--- src/rtl/detector_rr_scheduler_pkg.sv ---
// Shared types for the round-robin detector scheduler: FSM encodings and default sizes.
package detector_rr_scheduler_pkg;

  localparam int DEF_N_REQ     = 4;
  localparam int DEF_FRAME_LEN = 8;
  localparam int DEF_CNT_W     = 4;

  typedef enum logic [1:0] {
    IDLE = 2'b00,
    RUN  = 2'b01,
    DONE = 2'b10
  } sched_state_t;

  typedef enum logic [1:0] {
    START  = 2'b00,
    MIDWAY = 2'b01,
    DONES  = 2'b10
  } det_state_t;

endpackage

--- src/rtl/detector_rr_scheduler_if.sv ---
// Requester-side bus of the scheduler: request/data inputs and grant/report outputs.
interface detector_rr_scheduler_if
  import detector_rr_scheduler_pkg::*;
#(
  parameter int N_REQ = DEF_N_REQ,
  parameter int CNT_W = DEF_CNT_W
);
  localparam int ID_W = $clog2(N_REQ);

  logic [N_REQ-1:0] req;
  logic [N_REQ-1:0] din_bus;
  logic [N_REQ-1:0] grant;
  logic             busy;
  logic             hit;
  logic             done;
  logic             aborted;
  logic [ID_W-1:0]  done_id;
  logic [CNT_W-1:0] hit_count;

  modport master (
    output req, din_bus,
    input  grant, busy, hit, done, aborted, done_id, hit_count
  );

  modport slave (
    input  req, din_bus,
    output grant, busy, hit, done, aborted, done_id, hit_count
  );

endinterface

--- src/rtl/detector_rr_scheduler_seq_detect_sync.sv ---
// Serial 1-x-1 Mealy detector with synchronous reset, synchronous clear and enable.
module seq_detect_sync
  import detector_rr_scheduler_pkg::*;
(
  input  logic clk,
  input  logic rst,
  input  logic clr,
  input  logic en,
  input  logic din,
  output logic hit
);

  det_state_t state_q, state_d;

  always_comb begin
    state_d = state_q;
    hit     = 1'b0;
    if (clr) begin
      state_d = START;
    end else if (en) begin
      case (state_q)
        START:   if (din) state_d = MIDWAY;
        MIDWAY:  state_d = DONES;
        DONES:   state_d = START;
        default: state_d = START;
      endcase
      hit = (state_q == DONES) && din;
    end
  end

  always_ff @(posedge clk) begin
    if (rst) begin
      state_q <= START;
    end else begin
      state_q <= state_d;
    end
  end

endmodule

--- src/rtl/detector_rr_scheduler.sv ---
// Round-robin scheduler sharing one 1-x-1 detector among serial requesters.
// Each grant is a fixed-length, non-preemptive frame; Done reports the ID and hit count.
module detector_rr_scheduler
  import detector_rr_scheduler_pkg::*;
#(
  parameter int N_REQ     = DEF_N_REQ,
  parameter int FRAME_LEN = DEF_FRAME_LEN,
  parameter int CNT_W     = DEF_CNT_W
) (
  input logic clk,
  input logic rst,
  detector_rr_scheduler_if.slave bus
);

  localparam int ID_W  = $clog2(N_REQ);
  localparam int BIT_W = $clog2(FRAME_LEN);

  sched_state_t     state_q, state_d;
  logic [N_REQ-1:0] grant_q, grant_d;
  logic [ID_W-1:0]  gnt_id_q, gnt_id_d;
  logic [ID_W-1:0]  last_q, last_d;
  logic [ID_W-1:0]  done_id_q, done_id_d;
  logic [BIT_W-1:0] bit_cnt_q, bit_cnt_d;
  logic [CNT_W-1:0] hit_cnt_q, hit_cnt_d;
  logic             aborted_q, aborted_d;

  logic [ID_W-1:0]  winner;
  int               idx;
  logic             det_clr;
  logic             det_en;
  logic             det_din;
  logic             det_hit;
  logic             abort;

  // First requesting bit strictly after the last grant, wrapping around.
  always_comb begin
    winner = '0;
    idx    = 0;
    for (int i = N_REQ; i >= 1; i--) begin
      idx = (int'(last_q) + i) % N_REQ;
      if (bus.req[ID_W'(idx)]) winner = ID_W'(idx);
    end
  end

  assign det_clr = (state_q == IDLE) && (|bus.req);
  assign abort   = (state_q == RUN) && !bus.req[gnt_id_q];
  assign det_en  = (state_q == RUN) && bus.req[gnt_id_q];
  assign det_din = bus.din_bus[gnt_id_q];

  seq_detect_sync u_det (
    .clk (clk),
    .rst (rst),
    .clr (det_clr),
    .en  (det_en),
    .din (det_din),
    .hit (det_hit)
  );

  always_comb begin
    state_d   = state_q;
    grant_d   = grant_q;
    gnt_id_d  = gnt_id_q;
    last_d    = last_q;
    done_id_d = done_id_q;
    bit_cnt_d = bit_cnt_q;
    hit_cnt_d = hit_cnt_q;
    aborted_d = aborted_q;
    case (state_q)
      IDLE: begin
        if (|bus.req) begin
          state_d   = RUN;
          grant_d   = N_REQ'(1) << winner;
          gnt_id_d  = winner;
          bit_cnt_d = '0;
          hit_cnt_d = '0;
          aborted_d = 1'b0;
        end
      end
      RUN: begin
        if (abort) begin
          state_d   = DONE;
          grant_d   = '0;
          done_id_d = gnt_id_q;
          last_d    = gnt_id_q;
          aborted_d = 1'b1;
        end else begin
          bit_cnt_d = bit_cnt_q + BIT_W'(1);
          if (det_hit && (hit_cnt_q != {CNT_W{1'b1}})) begin
            hit_cnt_d = hit_cnt_q + CNT_W'(1);
          end
          if (bit_cnt_q == BIT_W'(FRAME_LEN - 1)) begin
            state_d   = DONE;
            grant_d   = '0;
            done_id_d = gnt_id_q;
            last_d    = gnt_id_q;
          end
        end
      end
      DONE: begin
        state_d   = IDLE;
        aborted_d = 1'b0;
      end
      default: state_d = IDLE;
    endcase
  end

  // Pointer resets to the top index so requester 0 wins the first search.
  always_ff @(posedge clk) begin
    if (rst) begin
      state_q   <= IDLE;
      grant_q   <= '0;
      gnt_id_q  <= '0;
      last_q    <= ID_W'(N_REQ - 1);
      done_id_q <= '0;
      bit_cnt_q <= '0;
      hit_cnt_q <= '0;
      aborted_q <= 1'b0;
    end else begin
      state_q   <= state_d;
      grant_q   <= grant_d;
      gnt_id_q  <= gnt_id_d;
      last_q    <= last_d;
      done_id_q <= done_id_d;
      bit_cnt_q <= bit_cnt_d;
      hit_cnt_q <= hit_cnt_d;
      aborted_q <= aborted_d;
    end
  end

  assign bus.grant     = grant_q;
  assign bus.busy      = (state_q == RUN);
  assign bus.hit       = det_hit;
  assign bus.done      = (state_q == DONE);
  assign bus.aborted   = aborted_q;
  assign bus.done_id   = done_id_q;
  assign bus.hit_count = hit_cnt_q;

endmodule

--- src/flat_wrapper.sv ---
// flat-port wrapper written by rule: the top's interface ports become plain ports
module detector_rr_scheduler_flat import detector_rr_scheduler_pkg::*;
#(
  parameter int N_REQ     = DEF_N_REQ,
  parameter int FRAME_LEN = DEF_FRAME_LEN,
  parameter int CNT_W     = DEF_CNT_W
)
  (clk, rst, bus_req, bus_din_bus, bus_grant, bus_busy, bus_hit, bus_done, bus_aborted, bus_done_id, bus_hit_count);
  detector_rr_scheduler_if #(.N_REQ(N_REQ), .CNT_W(CNT_W)) bus_i ();
  input logic clk;
  input logic rst;
  input wire logic [$bits(bus_i.req)-1:0] bus_req;
  input wire logic [$bits(bus_i.din_bus)-1:0] bus_din_bus;
  output wire logic [$bits(bus_i.grant)-1:0] bus_grant;
  output wire logic [$bits(bus_i.busy)-1:0] bus_busy;
  output wire logic [$bits(bus_i.hit)-1:0] bus_hit;
  output wire logic [$bits(bus_i.done)-1:0] bus_done;
  output wire logic [$bits(bus_i.aborted)-1:0] bus_aborted;
  output wire logic [$bits(bus_i.done_id)-1:0] bus_done_id;
  output wire logic [$bits(bus_i.hit_count)-1:0] bus_hit_count;
  assign bus_i.req = bus_req;
  assign bus_i.din_bus = bus_din_bus;
  assign bus_grant = bus_i.grant;
  assign bus_busy = bus_i.busy;
  assign bus_hit = bus_i.hit;
  assign bus_done = bus_i.done;
  assign bus_aborted = bus_i.aborted;
  assign bus_done_id = bus_i.done_id;
  assign bus_hit_count = bus_i.hit_count;
  detector_rr_scheduler #(.N_REQ(N_REQ), .FRAME_LEN(FRAME_LEN), .CNT_W(CNT_W)) u_core (.clk(clk), .rst(rst), .bus(bus_i));
endmodule
--- config.mk ---
export PLATFORM = sky130hd
export DESIGN_NAME = detector_rr_scheduler_flat
export DESIGN_NICKNAME = d
export VERILOG_FILES = /design/src/rtl/detector_rr_scheduler_pkg.sv /design/src/rtl/detector_rr_scheduler_if.sv /design/src/rtl/detector_rr_scheduler_seq_detect_sync.sv /design/src/rtl/detector_rr_scheduler.sv /design/src/flat_wrapper.sv
export SDC_FILE = /design/constraint.sdc
export NUM_CORES = 1
export LEC_CHECK = 0
export CELL_PAD_IN_SITES_DETAIL_PLACEMENT = 1
export CELL_PAD_IN_SITES_GLOBAL_PLACEMENT = 1
export CORE_ASPECT_RATIO = 0.8
export CORE_MARGIN = 3
export CORE_UTILIZATION = 40
export CTS_CLUSTER_DIAMETER = 50
export DETAILED_ROUTE_END_ITERATION = 12
export GPL_ROUTABILITY_DRIVEN = 0
export PLACE_DENSITY = 0.87
export SKIP_CTS_REPAIR_TIMING = 1
export SLEW_MARGIN = 40
export SYNTH_ARGS = -nofsm -noshare
export SYNTH_HDL_FRONTEND = slang
export SYNTH_SLANG_ARGS = --single-unit
--- constraint.sdc ---
create_clock -name clk -period 5.6 [get_ports clk]
set_clock_uncertainty 0.1 [all_clocks]
set_input_delay 1.68 -clock clk [delete_from_list [all_inputs] [get_ports clk]]
set_output_delay 1.68 -clock clk [all_outputs]
set_load 0.01 [all_outputs]
==> impl_metrics.env <==
export IMPL_cts_clk_slew_worst_paths_ps=130
export IMPL_drt_iter0_markers=43
export IMPL_cts_buffers=3
export IMPL_synthXorXnorAreaFrac=0
export IMPL_grt_antenna_before_repair=0
export IMPL_powerDensity_nw_per_um2=270
export IMPL_num_antenna_cells=0
export IMPL_internal_power_uw=280
export IMPL_wirelength_um=3130
export IMPL_nNetsFinal=169
export IMPL_synthAdderAreaFrac=0.0321
export IMPL_finalCritPeriodShare=0.942
export IMPL_num_rows=16
export IMPL_synthCells=132
export IMPL_synth_area_top_cells="dfxtp_1 38%, nand2_1 6.1%, a21oi_1 5.1%"
export IMPL_utilization=0.564
export IMPL_grt_pass1_wl_um=5050
export IMPL_synth_top_area_cell="dfxtp_1"
export IMPL_worst_slew_pin_slew_ps=424
export IMPL_coreArea_um2=2600
export IMPL_hold_viol_final=0
export IMPL_layout_drive_gt1_share=0.0903
export IMPL_drc=0
export IMPL_cp_end_kind="output port"
export IMPL_drtPass1Iterations=6
export IMPL_min_to="u_core.bus.done_id[1]"
export IMPL_synth_top_family_by_area="simple AND/OR/NAND/NOR gates"
export IMPL_rsz0062_at_grt="no"
export IMPL_status="completed"
export IMPL_min_path_cells=2
export IMPL_wl_per_cell_um=16.4
export IMPL_max_slew_margin=0.717
export IMPL_cpMostUsedCell="clkdlybuf4s50_1"
export IMPL_io_buffer_count=23
export IMPL_synth_simple_area_share=0.283
export IMPL_die_x_um=66.4
export IMPL_nFillCells=325
export IMPL_synth_top_cell_area_share=0.377
export IMPL_start_util=0.449
export IMPL_fin_cells=191
export IMPL_fin_crit_ps=5270
export IMPL_worstSetupPathType="in -> out"
export IMPL_cts_sinks=22
export IMPL_dp_cells=187
export IMPL_r2r_end="u_core.bit_cnt_q[0]"
export IMPL_max_freq_mhz=190
export IMPL_synth_async_reset_ratio=0
export IMPL_crit_slowest_cell="mux4_1"
export IMPL_multi_input_area_um2=678
export IMPL_crit_chain="clkdlybuf4s50_1 -> mux4_1 -> nand3_2 -> nor2_1 -> clkdlybuf4s50_1"
export IMPL_cts_max_level=1
export IMPL_insertion_delay_ps=330
export IMPL_p_sw_frac=0.293
export IMPL_grt_max_degree=26
export IMPL_min_delay_start="u_core.bus.done_id[1]"
export IMPL_drv_slew=0
export IMPL_chipHeight_um=54.3
export IMPL_tns_ps=0
export IMPL_hp_class="reg -> reg"
export IMPL_cp_startpoint="bus_req[3]"
export IMPL_synth_compound_area_frac=0.184
export IMPL_syn_nets=145
export IMPL_cpPeakStageDelay_ps=590
export IMPL_grtUsageTotal=0.185
export IMPL_ant_nets=0
export IMPL_area_delta_synth_final_pct=25.6
export IMPL_cts_tree="done"
export IMPL_ff_latch_area_um2=440
export IMPL_vias=1090
export IMPL_crit_path_max_fanout=7
export IMPL_combinationalPowerShare=0.226
export IMPL_start_kind="input pin"
export IMPL_setup_viol_count_final=0
export IMPL_netlist_area_um2=1170
export IMPL_reg2reg_depth=5
export IMPL_max_cap_violations=0
export IMPL_die_area_um2=3610
export IMPL_power_leakage_nw=0.537
export IMPL_switchingPower_uw=116
export IMPL_power_frac_seq=0.452
export IMPL_ys_seq_elements=22
export IMPL_r2r_start="u_core.gnt_id_q[0]"
export IMPL_muxShareOfSynthArea=0.0814
export IMPL_yosys_warnings=0
export IMPL_worstPathRequired_ps=3820
export IMPL_ys_flop_type="dfxtp_1"
export IMPL_first_global_vias=1062
export IMPL_clk_path_buf_depth=2
export IMPL_ios=24
export IMPL_cts_root_buf="clkbuf_4"
export IMPL_synth_avg_cell_area_um2=8.85
export IMPL_dp_hpwl_um=2310
export IMPL_synth_seq_area_share=0.377
export IMPL_ir_worst_vdd_mv=0.147
export IMPL_p_clk_frac=0.322
export IMPL_ff2ff_setup_slack_ps=3540
export IMPL_synth_edf_count=0
export IMPL_gr_total_overflow=0
export IMPL_via_per_inst=5.71
export IMPL_cp_arrival_ps=3490
export IMPL_yosysUniqueCellTypes=41
cell type report:
cell class	count	area share
repair buffers	25	0.164
multi-input cells	101	0.462
inverters	3	0.00767
clock buffers	3	0.0153
clock inverters	1	0.0205
well taps	36	0.0307
flip-flops and latches	22	0.300
per-layer routing:
layer	part of all wire	GRT usage
met4	0	0.0203
met2	0.48	0.306
met5	0	0
met3	0.037	0.0493
met1	0.48	0.251
power groups by stage:
stage | clock network, mW | logic (mW) | registers (mW)
floorplan | 0 | 0.0593 | 0.180
global placement | 0 | 0.0869 | 0.181
detailed placement | 0 | 0.0897 | 0.182
CTS | 0.130 | 0.0906 | 0.179
global route | 0.136 | 0.0978 | 0.181
finish | 0.128 | 0.0897 | 0.179
critical path: cells and delay by family:
kind,cells,cell delay [ps]
buf+inv,2,1020
simple gates,2,200
mux,1,590
flip-flops by register name (all words and copies together) (netlist names):
register              cells
u_core.bit_cnt_q          3
u_core.bus.aborted        1
u_core.bus.done_id        2
u_core.bus.grant          4
u_core.bus.hit_count      4
u_core.gnt_id_q           2
u_core.last_q             2
u_core.state_q            2
u_core.u_det.state_q      2
stage by stage:
stage / total power [mW] / hold slack (ps) / worst slack, ps / area [um^2]
final: 0.397 / 364 / 327 / 1470
after global routing: 0.415 / 394 / 209 / 1470
after CTS: 0.400 / 369 / 331 / 1470
after detailed placement: 0.272 / 353 / 326 / 1420
after global placement: 0.268 / 344 / 397 / 1420
after floorplan: 0.239 / 348 / 1400 / 1170
layout by cell type, fill, tap and decap left out, types with 2 or more instances in the layout:
cell type / count
or2b_1: 2
nand2b_1: 2
clkbuf_4: 3
a21oi_1: 12
nor2b_1: 2
nor3b_1: 2
ha_1: 3
clkdlybuf4s50_1: 22
and3_1: 3
or4_1: 2
nand2_1: 19
inv_1: 2
dfxtp_1: 22
a2bb2oi_1: 2
a21o_1: 2
nand4b_1: 5
nand3_1: 3
mux2_2: 2
o41ai_1: 2
nor2_1: 11
mux4_1: 2
mux2i_1: 2
nor4_1: 3
a31oi_1: 3
buf_4: 2
o31ai_1: 3
cell usage after synthesis (all sizes together), types with 3 or more instances:
| cell | count |
|---|---|
| dfxtp | 22 |
| nand2 | 19 |
| a21oi | 12 |
| nor2 | 11 |
| nand4b | 5 |
| nand3 | 4 |
| nor4 | 4 |
| a31oi | 3 |
| and3 | 3 |
| buf | 3 |
| clkbuf | 3 |
| ha | 3 |
| o31ai | 3 |
cell families after synthesis:
group	count (synthesis)
DFF	22
AOI/OAI and AO/OA	32
muxes	6
adders and majority gates	3
and+or+nand+nor	60
buffers and inverters	9
worst max-delay path by stage:
stage / to / slack, ps / cells after the start
floorplan: bus_hit / 1400 / 3
global placement: bus_hit / 400 / 5
detailed placement: bus_hit / 330 / 5
CTS: bus_hit / 330 / 5
global route: bus_hit / 210 / 5
finish: bus_hit / 330 / 5
No activity file was read; power rests on OpenSTA's default activity.
